--- src/rtl/mips_pkg.sv ---
// Shared types for the writeback port arbiter: arbitration states and the
// register-file write request record.
package mips_pkg;

  localparam int REG_ADDR_W = 5;
  localparam int DATA_W     = 32;

  typedef enum logic [1:0] {
    IDLE  = 2'd0,
    PEND  = 2'd1,
    FORCE = 2'd2
  } arb_state_t;

  typedef struct packed {
    logic [REG_ADDR_W-1:0] reg_addr;
    logic [DATA_W-1:0]     data;
  } wb_req_t;

  // Register 0 is hardwired, so a request to it consumes a slot but never writes.
  function automatic logic rf_writes(input wb_req_t r);
    return r.reg_addr != '0;
  endfunction

endpackage

--- src/rtl/wb_port_arbiter_if.sv ---
// Bus bundle between the pipeline/secondary units (master) and the
// register-file writeback arbiter (slave).
interface wb_port_arbiter_if;
  import mips_pkg::*;

  logic                  reg_write;
  logic [REG_ADDR_W-1:0] write_register;
  logic [DATA_W-1:0]     write_data_reg;
  logic                  sec_valid;
  logic                  sec_ready;
  logic [REG_ADDR_W-1:0] sec_reg;
  logic [DATA_W-1:0]     sec_data;
  logic                  rf_we;
  logic [REG_ADDR_W-1:0] rf_waddr;
  logic [DATA_W-1:0]     rf_wdata;
  logic                  stall_req;
  logic [1:0]            pend_count;

  modport master (
    output reg_write, write_register, write_data_reg,
    output sec_valid, sec_reg, sec_data,
    input  sec_ready, rf_we, rf_waddr, rf_wdata, stall_req, pend_count
  );

  modport slave (
    input  reg_write, write_register, write_data_reg,
    input  sec_valid, sec_reg, sec_data,
    output sec_ready, rf_we, rf_waddr, rf_wdata, stall_req, pend_count
  );

endinterface

--- src/rtl/wb_sec_fifo.sv ---
// Two-entry in-order buffer for secondary writes; each entry carries a valid
// bit so a newer pipeline write can cancel it without disturbing order.
module wb_sec_fifo
  import mips_pkg::*;
(
  input  logic                  clk,
  input  logic                  rst_n,
  input  logic                  push,
  input  wb_req_t               push_req,
  input  logic                  pop,
  input  logic                  inv_en,
  input  logic [REG_ADDR_W-1:0] inv_addr,
  output wb_req_t               head,
  output logic                  head_vld,
  output logic [1:0]            count
);

  wb_req_t    mem [2];
  logic [1:0] vld;
  logic       rd_ptr;
  logic       wr_ptr;

  assign head     = mem[rd_ptr];
  assign head_vld = vld[rd_ptr];

  always_ff @(posedge clk) begin
    if (push) mem[wr_ptr] <= push_req;
  end

  // Invalidation looks only at stored entries; the slot being pushed this
  // cycle is re-marked valid afterwards, so it survives a same-cycle match.
  always_ff @(posedge clk) begin
    if (!rst_n) begin
      rd_ptr <= 1'b0;
      wr_ptr <= 1'b0;
      count  <= 2'd0;
      vld    <= 2'b00;
    end else begin
      for (int i = 0; i < 2; i++) begin
        if (inv_en && vld[i] && (mem[i].reg_addr == inv_addr)) vld[i] <= 1'b0;
      end
      if (push) begin
        vld[wr_ptr] <= 1'b1;
        wr_ptr      <= ~wr_ptr;
      end
      if (pop) rd_ptr <= ~rd_ptr;
      count <= count + {1'b0, push} - {1'b0, pop};
    end
  end

endmodule

--- src/rtl/wb_port_arbiter.sv ---
// Shares the single register-file write port between the WB-stage pipeline
// write and buffered secondary (mult/div, HI/LO) writes, with anti-starvation.
module wb_port_arbiter
  import mips_pkg::*;
#(
  parameter int STARVE_LIMIT = 4,
  parameter int FIFO_DEPTH   = 2
) (
  input logic              clk,
  input logic              rst_n,
  wb_port_arbiter_if.slave bus
);

  localparam logic [1:0] FULL_CNT = 2'(FIFO_DEPTH);
  localparam logic [2:0] LIMIT    = 3'(STARVE_LIMIT);

  arb_state_t            state_q, state_d;
  logic [2:0]            starve_q, starve_d, starve_inc;
  logic                  stall_q;
  logic [1:0]            count;
  wb_req_t               head, grant_req, sec_req;
  logic                  head_vld;
  logic                  push, pop, pipe_grant, grant_vld;
  logic                  rf_we_q;
  logic [REG_ADDR_W-1:0] rf_waddr_q;
  logic [DATA_W-1:0]     rf_wdata_q;

  function automatic logic [2:0] sat_inc(input logic [2:0] v);
    return (v == 3'd7) ? v : v + 3'd1;
  endfunction

  assign sec_req    = '{reg_addr: bus.sec_reg, data: bus.sec_data};
  assign push       = bus.sec_valid && bus.sec_ready;
  assign starve_inc = sat_inc(starve_q);

  wb_sec_fifo u_fifo (
    .clk      (clk),
    .rst_n    (rst_n),
    .push     (push),
    .push_req (sec_req),
    .pop      (pop),
    .inv_en   (pipe_grant),
    .inv_addr (bus.write_register),
    .head     (head),
    .head_vld (head_vld),
    .count    (count)
  );

  always_ff @(posedge clk) begin
    if (!rst_n) begin
      state_q  <= IDLE;
      starve_q <= 3'd0;
      stall_q  <= 1'b0;
    end else begin
      state_q  <= state_d;
      starve_q <= starve_d;
      stall_q  <= (state_d == FORCE);
    end
  end

  always_comb begin
    state_d  = state_q;
    starve_d = starve_q;
    case (state_q)
      IDLE: begin
        starve_d = 3'd0;
        if (push) state_d = PEND;
      end
      PEND: begin
        if (pop) begin
          starve_d = 3'd0;
          if ((count == 2'd1) && !push) state_d = IDLE;
        end else if (pipe_grant) begin
          starve_d = starve_inc;
          if (starve_inc >= LIMIT) state_d = FORCE;
        end
      end
      FORCE: begin
        starve_d = 3'd0;
        state_d  = ((count == 2'd1) && !push) ? IDLE : PEND;
      end
      default: begin
        state_d  = IDLE;
        starve_d = 3'd0;
      end
    endcase
  end

  // A cancelled head is still popped, but it is not a grant: outputs hold.
  always_comb begin
    pipe_grant = !stall_q && bus.reg_write;
    pop        = !pipe_grant && (count != 2'd0);
    grant_vld  = 1'b0;
    grant_req  = '0;
    if (pipe_grant) begin
      grant_vld = 1'b1;
      grant_req = '{reg_addr: bus.write_register, data: bus.write_data_reg};
    end else if (pop && head_vld) begin
      grant_vld = 1'b1;
      grant_req = head;
    end
  end

  always_ff @(posedge clk) begin
    if (!rst_n) begin
      rf_we_q    <= 1'b0;
      rf_waddr_q <= '0;
      rf_wdata_q <= '0;
    end else begin
      rf_we_q <= grant_vld && rf_writes(grant_req);
      if (grant_vld) begin
        rf_waddr_q <= grant_req.reg_addr;
        rf_wdata_q <= grant_req.data;
      end
    end
  end

  assign bus.sec_ready  = (count < FULL_CNT);
  assign bus.pend_count = count;
  assign bus.stall_req  = stall_q;
  assign bus.rf_we      = rf_we_q;
  assign bus.rf_waddr   = rf_waddr_q;
  assign bus.rf_wdata   = rf_wdata_q;

endmodule

--- src/flat_wrapper.sv ---
// flat-port wrapper written by rule: the top's interface ports become plain ports
module wb_port_arbiter_flat import mips_pkg::*;
#(
  parameter int STARVE_LIMIT = 4,
  parameter int FIFO_DEPTH   = 2
)
  (clk, rst_n, bus_reg_write, bus_write_register, bus_write_data_reg, bus_sec_valid, bus_sec_reg, bus_sec_data, bus_sec_ready, bus_rf_we, bus_rf_waddr, bus_rf_wdata, bus_stall_req, bus_pend_count);
  wb_port_arbiter_if bus_i ();
  input logic clk;
  input logic rst_n;
  input wire logic [$bits(bus_i.reg_write)-1:0] bus_reg_write;
  input wire logic [$bits(bus_i.write_register)-1:0] bus_write_register;
  input wire logic [$bits(bus_i.write_data_reg)-1:0] bus_write_data_reg;
  input wire logic [$bits(bus_i.sec_valid)-1:0] bus_sec_valid;
  input wire logic [$bits(bus_i.sec_reg)-1:0] bus_sec_reg;
  input wire logic [$bits(bus_i.sec_data)-1:0] bus_sec_data;
  output wire logic [$bits(bus_i.sec_ready)-1:0] bus_sec_ready;
  output wire logic [$bits(bus_i.rf_we)-1:0] bus_rf_we;
  output wire logic [$bits(bus_i.rf_waddr)-1:0] bus_rf_waddr;
  output wire logic [$bits(bus_i.rf_wdata)-1:0] bus_rf_wdata;
  output wire logic [$bits(bus_i.stall_req)-1:0] bus_stall_req;
  output wire logic [$bits(bus_i.pend_count)-1:0] bus_pend_count;
  assign bus_i.reg_write = bus_reg_write;
  assign bus_i.write_register = bus_write_register;
  assign bus_i.write_data_reg = bus_write_data_reg;
  assign bus_i.sec_valid = bus_sec_valid;
  assign bus_i.sec_reg = bus_sec_reg;
  assign bus_i.sec_data = bus_sec_data;
  assign bus_sec_ready = bus_i.sec_ready;
  assign bus_rf_we = bus_i.rf_we;
  assign bus_rf_waddr = bus_i.rf_waddr;
  assign bus_rf_wdata = bus_i.rf_wdata;
  assign bus_stall_req = bus_i.stall_req;
  assign bus_pend_count = bus_i.pend_count;
  wb_port_arbiter #(.STARVE_LIMIT(STARVE_LIMIT), .FIFO_DEPTH(FIFO_DEPTH)) u_core (.clk(clk), .rst_n(rst_n), .bus(bus_i));
endmodule
--- config.mk ---
export PLATFORM = sky130hd
export DESIGN_NAME = wb_port_arbiter_flat
export DESIGN_NICKNAME = d
export VERILOG_FILES = /design/src/rtl/mips_pkg.sv /design/src/rtl/wb_port_arbiter_if.sv /design/src/rtl/wb_sec_fifo.sv /design/src/rtl/wb_port_arbiter.sv /design/src/flat_wrapper.sv
export SDC_FILE = /design/constraint.sdc
export NUM_CORES = 1
export LEC_CHECK = 0
export BUFFER_PORTS_ARGS = -buffer_cell sky130_fd_sc_hd__buf_2
export CAP_MARGIN = 25
export CORE_ASPECT_RATIO = 1.4
export CORE_MARGIN = 2
export CORE_UTILIZATION = 48
export DETAILED_ROUTE_END_ITERATION = 10
export PLACE_DENSITY = 0.75
export SYNTH_ARGS = -nofsm -noshare
export SYNTH_HDL_FRONTEND = slang
export SYNTH_HIERARCHICAL = 1
export SYNTH_SLANG_ARGS = --single-unit
--- constraint.sdc ---
create_clock -name clk -period 1.8 [get_ports clk]
set_input_delay 0.18 -clock clk [delete_from_list [all_inputs] [get_ports clk]]
set_output_delay 0.18 -clock clk [all_outputs]
set_load 0.05 [all_outputs]
=== After elaboration in Yosys (flattened, before gate mapping) ===
Memory sizes are Yosys's and may differ from the RTL's. A register that Yosys moved wholly into a read port is not among the register bits.
Cells that the tools add are included.
W data, S select, Z words.

* Register bits after elaboration: 50
* Latch bits: 0
* Bits in writable memories: 74
* ROM bits: 0
* Bits of input ports: 78
* Word-level logic and storage cells: 74
* Memories: 1

* Add/sub/neg operators: 3
* Multipliers: 0
* Div/mod/pow operators: 0
* Magnitude comparators: 5
* Equality and inequality tests: 7
* Shifts and indexed selects: 0
* Multiplexer cells: 25
* Bitwise logic cells: 5
* Reduce and logical (&&, ||, !) cells: 18

{| class="wikitable"
|+ Memories
! name !! depth !! bits a word !! read ports !! clocked after Yosys merged registers in !! write ports !! RTL line !! text
|-
| u_core.u_fifo.mem || 2 || 37 || 3 || 1 || 1 || wb_sec_fifo.sv:18 || <nowiki>wb_req_t mem [2];</nowiki>
|}

{| class="wikitable"
|+ Operators with widths
! cell !! number
|-
| $mux W37 || 2
|-
| $mux W1 || 14
|-
| $mux W2 || 6
|-
| $logic_and A1 B1 Y1 || 11
|-
| $eq A5 B5 Y1 || 2
|-
| $pmux W2 S3 || 1
|-
| $reduce_bool A5 Y1 || 1
|-
| $eq A2 B1 Y1 const B || 2
|-
| $eq A2 B2 Y1 const B || 2
|-
| $lt A1 B2 Y1 const B || 2
|-
| $not A1 Y1 || 4
|-
| $add A3 B1 Y3 const B || 1
|-
| $eq A3 B3 Y1 const B || 1
|-
| $ge A3 B3 Y1 const B || 1
|-
| $logic_not A1 Y1 || 3
|-
| $mux W3 || 1
|-
| $reduce_or A3 Y1 || 1
|-
| $add A2 B1 Y2 || 1
|-
| $logic_not A2 Y1 || 1
|-
| $lt A2 B2 Y1 const B || 1
|-
| $or A2 B2 Y2 || 1
|-
| $reduce_bool A2 Y1 || 1
|-
| $sub A2 B1 Y2 || 1
|-
| $demux W1 S1 || 1
|-
| $ge A1 B1 Y1 const B || 1
|}

=== Logic depth before layout (Yosys ltp) ===
Gate-level depths: netlist of run 1.

* Depth in word-level cells: 9
* Depth in mapped cells: 10
* Depth with buffers taken out: 9

=== Modules after synthesis ===
Netlist of run 1, hierarchy kept.

{| class="wikitable"
|+ Modules (own cells, without submodules)
! module !! times used !! cells each !! area each (sq um) !! sequential area each (sq um)
|-
| wb_sec_fifo || 1 || 156 || 3,215.6 || 2,362.3
|-
| wb_port_arbiter || 1 || 246 || 1,894.3 || 880.8
|}

=== Worst setup path after synthesis of run 1 ===
OpenSTA, ideal clock, no wires.

* Kind: register to register
* From: register u_core.u_fifo.count[1]
* To: memory u_core/u_fifo/mem[1][0] (netlist name) (enable)
* Data arrival time: 1,836 ps
* Data required time: 1,401 ps
* Slack: -436 ps
* Cell stages (with the launch flop): 3
* Buffers on the path: 0
* Period minus slack after synthesis: 2,236 ps
* Cells stage by stage: dfxtp_1 > nor2b_1 > and2_1

* Word-level cells in the longest chain between the ends: 4

{| class="wikitable"
|+ Ends and longest elaborated chain
! element !! RTL line !! text
|-
| start, declared || wb_sec_fifo.sv:15 || <nowiki>output logic [1:0] count</nowiki>
|-
| start signal, assigned || wb_sec_fifo.sv:47 || <nowiki>count <= count + {1'b0, push} - {1'b0, pop};</nowiki>
|-
| $lt A2 B2 Y1 || wb_port_arbiter.sv:118 || <nowiki>assign bus.sec_ready = (count < FULL_CNT);</nowiki>
|-
| $logic_and A1 B1 Y1 || wb_port_arbiter.sv:33 || <nowiki>assign push = bus.sec_valid && bus.sec_ready;</nowiki>
|-
| via u_core.push || wb_port_arbiter.sv:23 || <nowiki>logic push, pop, pipe_grant, grant_vld;</nowiki>
|-
| $mux W1 || wb_sec_fifo.sv:27 || <nowiki>if (push) mem[wr_ptr] <= push_req;</nowiki>
|-
| $mux W1 (implied by the code) || wb_sec_fifo.sv:27 ||
|-
| end, declared || wb_sec_fifo.sv:18 ||
|}

The timed path passes the listed nets, and every way through them passes these cells.

=== Worst setup path in the final report of run 1 ===
* From: register u_core.stall_q (netlist: u_core/bus.stall_req)
* To: register u_core.u_fifo.count[1]

* Word-level cells in the longest chain between the ends: 5

{| class="wikitable"
|+ Ends and longest elaborated chain
! element !! RTL line !! text
|-
| start, declared || wb_port_arbiter.sv:19 || <nowiki>logic stall_q;</nowiki>
|-
| start signal, assigned || wb_port_arbiter.sv:57 || <nowiki>stall_q <= (state_d == FORCE);</nowiki>
|-
| $logic_not A1 Y1 || wb_port_arbiter.sv:91 || <nowiki>pipe_grant = !stall_q && bus.reg_write;</nowiki>
|-
| $logic_and A1 B1 Y1 || wb_port_arbiter.sv:91 ||
|-
| via u_core.pipe_grant || wb_port_arbiter.sv:23 ||
|-
| $logic_not A1 Y1 || wb_port_arbiter.sv:92 || <nowiki>pop = !pipe_grant && (count != 2'd0);</nowiki>
|-
| $logic_and A1 B1 Y1 || wb_port_arbiter.sv:92 ||
|-
| via u_core.pop || wb_port_arbiter.sv:23 ||
|-
| $sub A2 B1 Y2 || wb_sec_fifo.sv:47 ||
|}

The timed path passes the listed nets, and every way through them passes these cells.
A chain may end at the register's enable or synchronous reset.

==> impl_metrics.csv, run 1 <==
group,metric,value,unit
run_status,status,"completed",
cells_and_area,drive_above_1_share,35.7,%
logic_synthesis,syn_area,5110,µm²
logic_synthesis,synth-warning-count,6,
min_path,min_from,"bus_write_data_reg[7]",
power,netSwitchingPower,2610,µW
critical_path,worstSetupPathType,"register to register",
global_routing,antenna_found_initial,0,
floorplan,io_pins,120,
clocking,cts_htree_levels,4,
logic_synthesis,ys_types,35,
cells_and_area,final_nets,643,
clocking,insertion_delay,410,ps
global_routing,grt_use_met3,5.56,%
sta,worst_pin_slew,1030,ps
sta,drv_slew,0,
critical_path,reg2reg_from,"u_core/bus.stall_req",
detailed_routing,via_per_inst,5.11,
sta,clock.fmax,603,MHz
critical_path,regToRegSetupSlack,140,ps
global_routing,grt_util_met1,20.8,%
global_routing,grt_usage,20.2,%
critical_path,reg2regPathDepth,9,
min_path,min_to,"u_core/bus.rf_wdata[7]",
global_routing,gr-total-overflow,0,
critical_path,worstPathRequired,2100,ps
critical_path,critPathCaptureType,"register",
floorplan,die_w,91.2,µm
power,power_frac_clock,37.4,%
floorplan,die_y,126,µm
power,fin_total_pwr,9260,µW
detailed_routing,wl,11300,µm
floorplan,floorplan.initialDensity,49.4,%
detailed_routing,via_count,3644,
clocking,path_clk_slew,50,ps
detailed_routing,wl_per_cell,15.8,µm
cells_and_area,n_antenna_cell,0,
clocking,root_buffer,"clkbuf_16",
power,p_per_area,1360,nW/µm²
sta,hold_viol_final,0,
sta,period_share,92.2,%
detailed_routing,drc_errors,0,
cells_and_area,fin_util,65.6,%
detailed_routing,drtIter0Drc,245,
global_routing,grt_max_degree,45,
power,internal-power,6650,µW
clocking,cts_setup_buffers,0,
clocking,cts-buffers-inserted,17,
cells_and_area,syn_to_final_growth,32.9,%
sta,setup_viol,0,
floorplan,rows,44,
logic_synthesis,ys_ff_latch,125,
critical_path,cp.arrival,1960,ps
floorplan,die_area,11500,µm²
power,pwr-share-comb,23.3,%
sta,min_period,1660,ps
cells_and_area,final_cell_mix,"buf_2, nand2_1, edfxtp_1",
detailed_routing,ant_nets,0,
power,seqPwrFrac,39.3,%
critical_path,cp_cell_sequence,"nand2b_2, inv_4, nor2_1, ha_1, inv_1, ha_1, xnor2_1, xnor2_1, and2_1",
clocking,cts_tree,"done",
logic_synthesis,syn_inst,402,
logic_synthesis,synth_fp_nets,483,
min_path,worstHoldPathType,"input pin to register",
clocking,clk_path_buf_depth,2,
detailed_routing,first_pass_iters,4,
job,maxCapViolCount,0,
logic_synthesis,syn_avg_cell_area,12.7,µm²
min_path,hold_depth,3,
cells_and_area,fin_area,6790,µm²
global_routing,grt_first_pass_wirelength,17700,µm
global_routing,use_met2,37.3,%
placement,io_buffers,119,
critical_path,r2r-end,"u_core/u_fifo/count[1]",
global_routing,grt-busiest-layer,"met2",
power,p_leak,0.00273,µW
cells_and_area,final_common_cell,"buf_2",
clocking,clock-sinks,125,
global_routing,first_global_vias,3694,
placement,postPlaceCellArea,5810,µm²
power,swShare,28.1,%
logic_synthesis,ys_seq_area_share,63.5,%
critical_path,cp-start-kind,"register",
critical_path,cp_max_fo,2,
floorplan,fp.coreArea,10300,µm²
placement,dp_hpwl,7290,µm
critical_path,critPathMaxStageDelay,330,ps
sta,skew,7.94,ps
placement,place_congestion,0.849,
critical_path,crit_slowest_cell,"dfxtp_4",
critical_path,startpoint,"u_core/bus.stall_req",
power,peakVddDrop,1.08,mV
sta,slew_headroom,31.3,%
==> synth_stat cells, drive strengths merged <==
master,count,area share [%]
or4,2,0.29
xnor2,2,0.34
nand2b,3,0.37
inv,4,0.29
or3,1,0.12
o21ai,42,4.3
o32ai,1,0.17
mux2,38,11
nor3,3,0.29
xor2,11,1.9
nor4,2,0.24
nand2,75,5.5
and2b,1,0.15
edfxtp,74,43
clkbuf,10,0.78
ha,3,0.73
nor2,7,0.51
o21a,2,0.32
o2111ai,1,0.17
o21bai,1,0.15
a21oi,4,0.39
nand3b,2,0.29
nor2b,2,0.24
a31oi,39,4.8
dfxtp,51,20
buf,14,2.7
o211ai,1,0.15
and2,6,0.73
==> critical path, delay by kind of cell, from the launching register on <==
family        cells  cell delay [ps]
flops             1              330
simple gates      3              410
buf+inv           2              100
xor+xnor          2              270
fa+ha+maj         2              460
==> layout make-up <==
cell class | count | area [µm²]
tap | 138 | 173
multi-input combinational | 249 | 1690
sequential | 125 | 3250
clock buffer | 18 | 429
clock inverter | 14 | 175
inverter | 4 | 17.5
fill | 814 | 3560
timing repair buffer | 165 | 1060
==> kinds of logic after synthesis <==
family	Yosys count	synth area share, %
AO/OA/AOI/OAI	91	10.5
AND/OR/NAND/NOR	104	8.77
multiplexers	38	10.6
XOR/XNOR	13	2.23
adder cells (fa/ha/maj)	3	0.735
buffers and inverters	28	3.77
flip-flops	125	63.5
==> stage by stage <==
step	TNS (ps)	worst slack [ps]	instances	hold WS [ps]
floorplan	0	5.90	402	279
global placement	0	183	644	369
detailed placement	0	134	644	372
CTS	0	113	713	68.0
global route	-0.774	-0.774	713	80.4
finish	0	141	713	85.6
==> registers in the layout, summed over array words and instances (netlist names), named ones only <==
| register | flops |
|---|---|
| u_core/u_fifo/rd_ptr | 1 |
| u_core/u_fifo/count | 2 |
| u_core/state_q | 2 |
| u_core/bus.rf_we | 1 |
| u_core/u_fifo/vld | 2 |
| u_core/bus.rf_waddr | 5 |
| u_core/u_fifo/wr_ptr | 1 |
| u_core/u_fifo/mem | 74 |
| u_core/bus.rf_wdata | 32 |
| u_core/bus.stall_req | 1 |
| u_core/starve_q | 3 |
==> power by group through the flow <==
stage / Combinational [µW] / Sequential (µW) / Clock (µW)
2_1_floorplan: 1370 / 4020 / 0
3_3_place_gp: 2060 / 3670 / 0
3_5_place_dp: 2090 / 3700 / 0
4_1_cts: 2160 / 3640 / 3520
5_1_grt: 2320 / 3680 / 3650
6_report: 2160 / 3640 / 3460
==> timing repair <==
item / 4_1_cts / 5_1_grt
setup endpoints to repair: 0 / 2
hold endpoints to repair: 74 / 0
hold buffers: 37 / 0
resized for setup: 0 / 2
==> worst max path at each step <==
stage                              endpoint  slack, ps
global route         u_core/u_fifo/count[1]       -0.8
global placement    u_core/bus.rf_wdata[28]        180
finish               u_core/u_fifo/count[1]        140
detailed placement  u_core/bus.rf_wdata[30]        130
CTS                 u_core/bus.rf_wdata[15]        110
floorplan            u_core/u_fifo/count[1]          6
==> per-layer routing <==
metal / vias to the layer above / part of all wire (%)
met5: - / 0
met4: 0 / 2.6
met3: 26 / 4.8
met2: 129 / 54
met1: 1711 / 39
li1: 1778 / -
Power figures use the tool's default switching activity.
==> run 2, diff against run 1 <==
--- a/config.mk
+++ b/config.mk
@@ -9,9 +9,11 @@
 export CAP_MARGIN = 25
 export CORE_ASPECT_RATIO = 1.4
 export CORE_MARGIN = 2
-export CORE_UTILIZATION = 48
+export CORE_UTILIZATION = 55
+export CTS_CLUSTER_SIZE = 14
 export DETAILED_ROUTE_END_ITERATION = 10
-export PLACE_DENSITY = 0.75
+export PLACE_DENSITY = 0.81
+export SETUP_SLACK_MARGIN = 0.1
 export SYNTH_ARGS = -nofsm -noshare
 export SYNTH_HDL_FRONTEND = slang
 export SYNTH_HIERARCHICAL = 1
==> constraint.sdc (replaced) <==
create_clock -name clk -period 2 [get_ports clk]
set_input_delay 0.2 -clock clk [delete_from_list [all_inputs] [get_ports clk]]
set_output_delay 0.2 -clock clk [all_outputs]
set_load 0.05 [all_outputs]
==> impl_metrics.csv, run 2 (same netlist as run 1, synthesis figures left out) <==
group,metric,value,unit
sta,period_share,87.3,%
floorplan,floorplan.initialDensity,56.6,%
detailed_routing,drtIter0Drc,235,
detailed_routing,first_pass_iters,5,
job,maxCapViolCount,0,
min_path,worstHoldPathType,"input pin to register",
clocking,clk_path_buf_depth,2,
placement,pre_cts_ws,248,ps
global_routing,grt_use_met3,7.15,%
sta,skew,6.41,ps
global_routing,antenna_found_initial,0,
critical_path,regToRegSetupSlack,250,ps
sta,hold_viol_final,0,
critical_path,cp-start-kind,"register",
sta,slew_headroom,46.9,%
cells_and_area,final_common_cell,"buf_2",
cells_and_area,final_nets,644,
critical_path,critPathCaptureType,"register",
sta,rsz0062_at_grt,"no",
floorplan,die_y,118,µm
sta,clock.fmax,573,MHz
clocking,cts-buffers-inserted,17,
detailed_routing,wl,11100,µm
floorplan,fp.coreArea,9030,µm²
clocking,path_clk_slew,50,ps
critical_path,crit_slowest_cell,"o21a_2",
run_status,status,"completed",
global_routing,grt_max_degree,82,
critical_path,cp_max_fo,38,
sta,hold_ws,100,ps
power,p_per_area,1200,nW/µm²
cells_and_area,drive_above_1_share,35.4,%
critical_path,worstSetupPathType,"register to register",
critical_path,crit_family,"compound AO/OA/AOI/OAI gates",
sta,worst_pin_slew,797,ps
floorplan,io_pins,120,
critical_path,path_buf_inv,0,
cells_and_area,n_antenna_cell,0,
clocking,clock-sinks,125,
critical_path,critPathMaxStageDelay,650,ps
floorplan,die_w,85.5,µm
critical_path,cp_cell_sequence,"mux2_2, o21a_2, nand2_1, a31oi_1",
cells_and_area,largest_reg_flops,74,
global_routing,grt_util_met1,25.0,%
sta,fin_ws,254,ps
global_routing,use_met2,39.6,%
global_routing,first_global_vias,3779,
power,p_leak,0.00273,µW
global_routing,grt-busiest-layer,"met2",
detailed_routing,ant_nets,0,
detailed_routing,drc_errors,0,
placement,place_congestion,0.822,
clocking,cts_setup_buffers,0,
placement,postPlaceCellArea,5750,µm²
clocking,insertion_delay,410,ps
clocking,root_buffer,"clkbuf_16",
cells_and_area,final_cell_mix,"buf_2, nand2_1, edfxtp_1",
power,fin_total_pwr,8080,µW
placement,io_buffers,119,
clocking,cts_tree,"done",
placement,dp_hpwl,6890,µm
global_routing,gr-total-overflow,0,
floorplan,rows,41,
clocking,cts_htree_levels,4,
sta,min_period,1750,ps
critical_path,worstPathRequired,2330,ps
sta,setup_viol,0,
cells_and_area,fin_area,6710,µm²
global_routing,grt_usage,22.8,%
critical_path,cp.arrival,2070,ps
detailed_routing,via_count,3747,
floorplan,die_area,10100,µm²
clocking,cts_resized,0,
cells_and_area,regMostFlops,"u_core/u_fifo/mem",
global_routing,grt_first_pass_wirelength,17700,µm
clocking,holdBufCountCts,37,
detailed_routing,wl_per_cell,16.3,µm
power,peakVddDrop,1.04,mV
sta,drv_slew,0,
sta,fin_tns_setup,0,ps
cells_and_area,nFillCells,596,
cells_and_area,syn_to_final_growth,31.3,%
detailed_routing,via_per_inst,5.49,
==> run 2: cell count changes in the layout (fill, tap and decap cells not counted), sizes merged <==
cell | before | now
clkbuf | 18 | 24
buf | 128 | 129
clkinvlp | 3 | 0
bufinv | 4 | 1
==> run 2: metrics by stage <==
step | utilization [%] | cells
after global routing | 74.3 | 683
after CTS | 74.0 | 682
after global placement | 63.7 | 613
final | 74.3 | 683
after detailed placement | 63.7 | 613
after floorplan | - | 402
==> run 2: path summary, 6_finish.rpt <==
check	start	to	cells past startpoint
setup / recovery	u_core/u_fifo/rd_ptr	u_core/bus.rf_wdata[21]	4
hold reg to reg	u_core/bus.rf_wdata[1]	u_core/bus.rf_wdata[1]	2
setup reg to reg	u_core/u_fifo/rd_ptr	u_core/bus.rf_wdata[21]	4
hold / removal	bus_write_data_reg[31]	u_core/bus.rf_wdata[31]	3
==> run 2: layout make-up <==
class                      instances  area [µm²]  share of cell area (%)
inverter                           4        15.0                   0.224
sequential                       125        3250                    48.5
tap                              107         134                    2.00
multi-input combinational        249        1680                    25.0
timing repair buffer             166        1070                    16.0
clock buffer                      24         493                    7.35
clock inverter                     8        63.8                   0.951
==> run 2: routing by layer <==
layer	vias to the layer above	routed length [µm]
li1	1780	-
met1	1791	4250
met2	153	5990
met3	23	644
met4	0	227
met5	-	0
==> run 2: power by group <==
| group | switching, µW | internal, µW |
|---|---|---|
| sequential | 170 | 3110 |
| combinational | 1120 | 843 |
| clock | 1010 | 1830 |
| total | 2300 | 5780 |
==> run 2: worst reg2reg max path: stages (launching register included) <==
cell and delay, ps:
dfxtp_1 320, mux2_2 260, o21a_2 650, nand2_1 210, a31oi_1 220
==> run 3, diff against run 2 <==
--- a/config.mk
+++ b/config.mk
@@ -12,7 +12,7 @@
 export CORE_UTILIZATION = 55
 export CTS_CLUSTER_SIZE = 14
 export DETAILED_ROUTE_END_ITERATION = 10
-export PLACE_DENSITY = 0.81
+export PLACE_DENSITY = 0.87
 export SETUP_SLACK_MARGIN = 0.1
 export SYNTH_ARGS = -nofsm -noshare
 export SYNTH_HDL_FRONTEND = slang
==> impl_metrics.csv, run 3 (same netlist as run 1, synthesis figures left out) <==
group,metric,value,unit
clocking,clk_path_buf_depth,2,
cells_and_area,syn_to_final_growth,32.7,%
placement,place_congestion,0.816,
cells_and_area,final_cell_mix,"buf_2, nand2_1, edfxtp_1",
critical_path,critPathCaptureType,"register",
cells_and_area,final_common_cell,"buf_2",
clocking,cts_tree,"done",
sta,setup_viol,0,
power,internal-power,6280,µW
floorplan,io_pins,120,
sta,skew,7.59,ps
cells_and_area,largest_reg_flops,74,
critical_path,worstPathRequired,2300,ps
power,netSwitchingPower,2390,µW
placement,pre_cts_ws,208,ps
sta,hold_ws,112,ps
floorplan,floorplan.initialDensity,56.6,%
power,p_leak,0.00275,µW
clocking,cts-buffers-inserted,17,
detailed_routing,via_per_inst,5.65,
detailed_routing,drc_errors,0,
cells_and_area,final_nets,643,
global_routing,grt_usage,23.6,%
clocking,root_buffer,"clkbuf_16",
sta,hold_viol_final,0,
critical_path,reg2reg_from,"u_core/bus.stall_req",
cells_and_area,drive_above_1_share,35.8,%
cells_and_area,layout.cells.non_filler,682,
min_path,min_from,"bus_write_data_reg[25]",
critical_path,r2r-end,"u_core/u_fifo/count[1]",
critical_path,startpoint,"u_core/bus.stall_req",
clocking,insertion_delay,400,ps
detailed_routing,drtIter0Drc,316,
global_routing,gr-total-overflow,0,
clocking,cts_htree_levels,4,
sta,fin_tns_setup,0,ps
power,swShare,27.6,%
sta,worst_pin_slew,1010,ps
placement,postPlaceCellArea,5730,µm²
power,p_per_area,1280,nW/µm²
critical_path,reg2regPathDepth,9,
power,pwr-share-comb,22.8,%
floorplan,fp.coreArea,9030,µm²
floorplan,die_y,118,µm
min_path,worstHoldPathType,"input pin to register",
sta,drv_slew,0,
power,power_frac_clock,39.2,%
floorplan,die_area,10100,µm²
global_routing,grt_max_degree,82,
clocking,path_clk_slew,60,ps
critical_path,regToRegSetupSlack,200,ps
global_routing,antenna_found_initial,0,
global_routing,grt_first_pass_wirelength,18400,µm
placement,dp_cells,612,
sta,fin_ws,200,ps
critical_path,cp-start-kind,"register",
critical_path,worstSetupPathType,"register to register",
job,maxCapViolCount,0,
run_status,status,"completed",
sta,min_period,1800,ps
cells_and_area,regMostFlops,"u_core/u_fifo/mem",
power,peakVddDrop,1.03,mV
detailed_routing,via_count,3853,
global_routing,first_global_vias,3886,
clocking,clock-sinks,125,
floorplan,die_w,85.5,µm
sta,slew_headroom,32.9,%
cells_and_area,n_antenna_cell,0,
power,seqPwrFrac,38.0,%
placement,dp_hpwl,7090,µm
critical_path,cp.arrival,2100,ps
placement,io_buffers,119,
critical_path,cp_max_fo,8,
detailed_routing,first_pass_iters,5,
clocking,cts_setup_buffers,0,
floorplan,rows,41,
cells_and_area,fin_area,6780,µm²
sta,clock.fmax,556,MHz
detailed_routing,ant_nets,0,
sta,rsz0062_at_grt,"no",
sta,period_share,90.0,%
critical_path,worstSetupEndpoint,"u_core/u_fifo/count[1]",
detailed_routing,wl,11900,µm
detailed_routing,wl_per_cell,17.5,µm
min_path,hold_depth,3,
## run 3: cell types whose count changed in the layout (fill, tap and decap cells not counted), sizes merged
cell and delta:
clkinv -2, buf -2, o21ai +1, bufinv +5
clkbuf -5, clkinvlp +2
## run 3: power groups by stage
stage               logic (µW)  registers [µW]  clock network (µW)
finish                    1980            3290                3400
global route              2090            3330                3570
CTS                       1950            3280                3450
detailed placement        1870            3320                   0
global placement          1820            3300                   0
floorplan                 1230            3620                   0
## run 3: worst min-delay path by stage
| stage | endpoint |
|---|---|
| 3_5_place_dp | u_core/u_fifo/mem[0][23] |
| 5_1_grt | u_core/bus.rf_wdata[28] |
| 6_report | u_core/bus.rf_wdata[25] |
| 4_1_cts | u_core/bus.rf_wdata[29] |
| 3_3_place_gp | u_core/u_fifo/mem[1][5] |
| 2_1_floorplan | u_core/u_fifo/mem[0][0] |
## run 3: per-stage QoR
step,utilization (%),power [µW]
after floorplan,-,4850
after CTS,74.9,8670
after detailed placement,63.5,5200
final,75.1,8670
after global routing,75.1,8990
after global placement,63.5,5120
## run 3: worst max-delay path: stages, from the launching register on
cell and delay (ps):
dfxtp_4 330, nand2b_2 180, inv_2 120, nor2_1 100, ha_1 290, inv_1 50, ha_1 200, xnor2_1 150
xnor2_1 130, and2_1 150
## run 3: cell type report
| class | instances | area, µm² |
|---|---|---|
| fill | 573 | 2250 |
| inverter | 4 | 15.0 |
| clock inverter | 13 | 219 |
| multi-input combinational | 250 | 1690 |
| timing repair buffer | 164 | 1030 |
| sequential | 125 | 3250 |
| tap | 107 | 134 |
| clock buffer | 19 | 443 |
## run 3: what timing repair did
item,CTS,global route
hold endpoints to repair,74,0
endpoints found under the setup margin,0,1
resized for setup,0,1
hold buffers,37,0
## run 3: layer usage
| metal | global-route usage (%) | vias up | share of wire [%] |
|---|---|---|---|
| li1 | - | 1781 | - |
| met1 | 25.4 | 1862 | 35 |
| met2 | 41.9 | 180 | 55 |
| met3 | 6.31 | 30 | 6.4 |
| met4 | 11.4 | 0 | 3.0 |
| met5 | 0 | - | 0 |
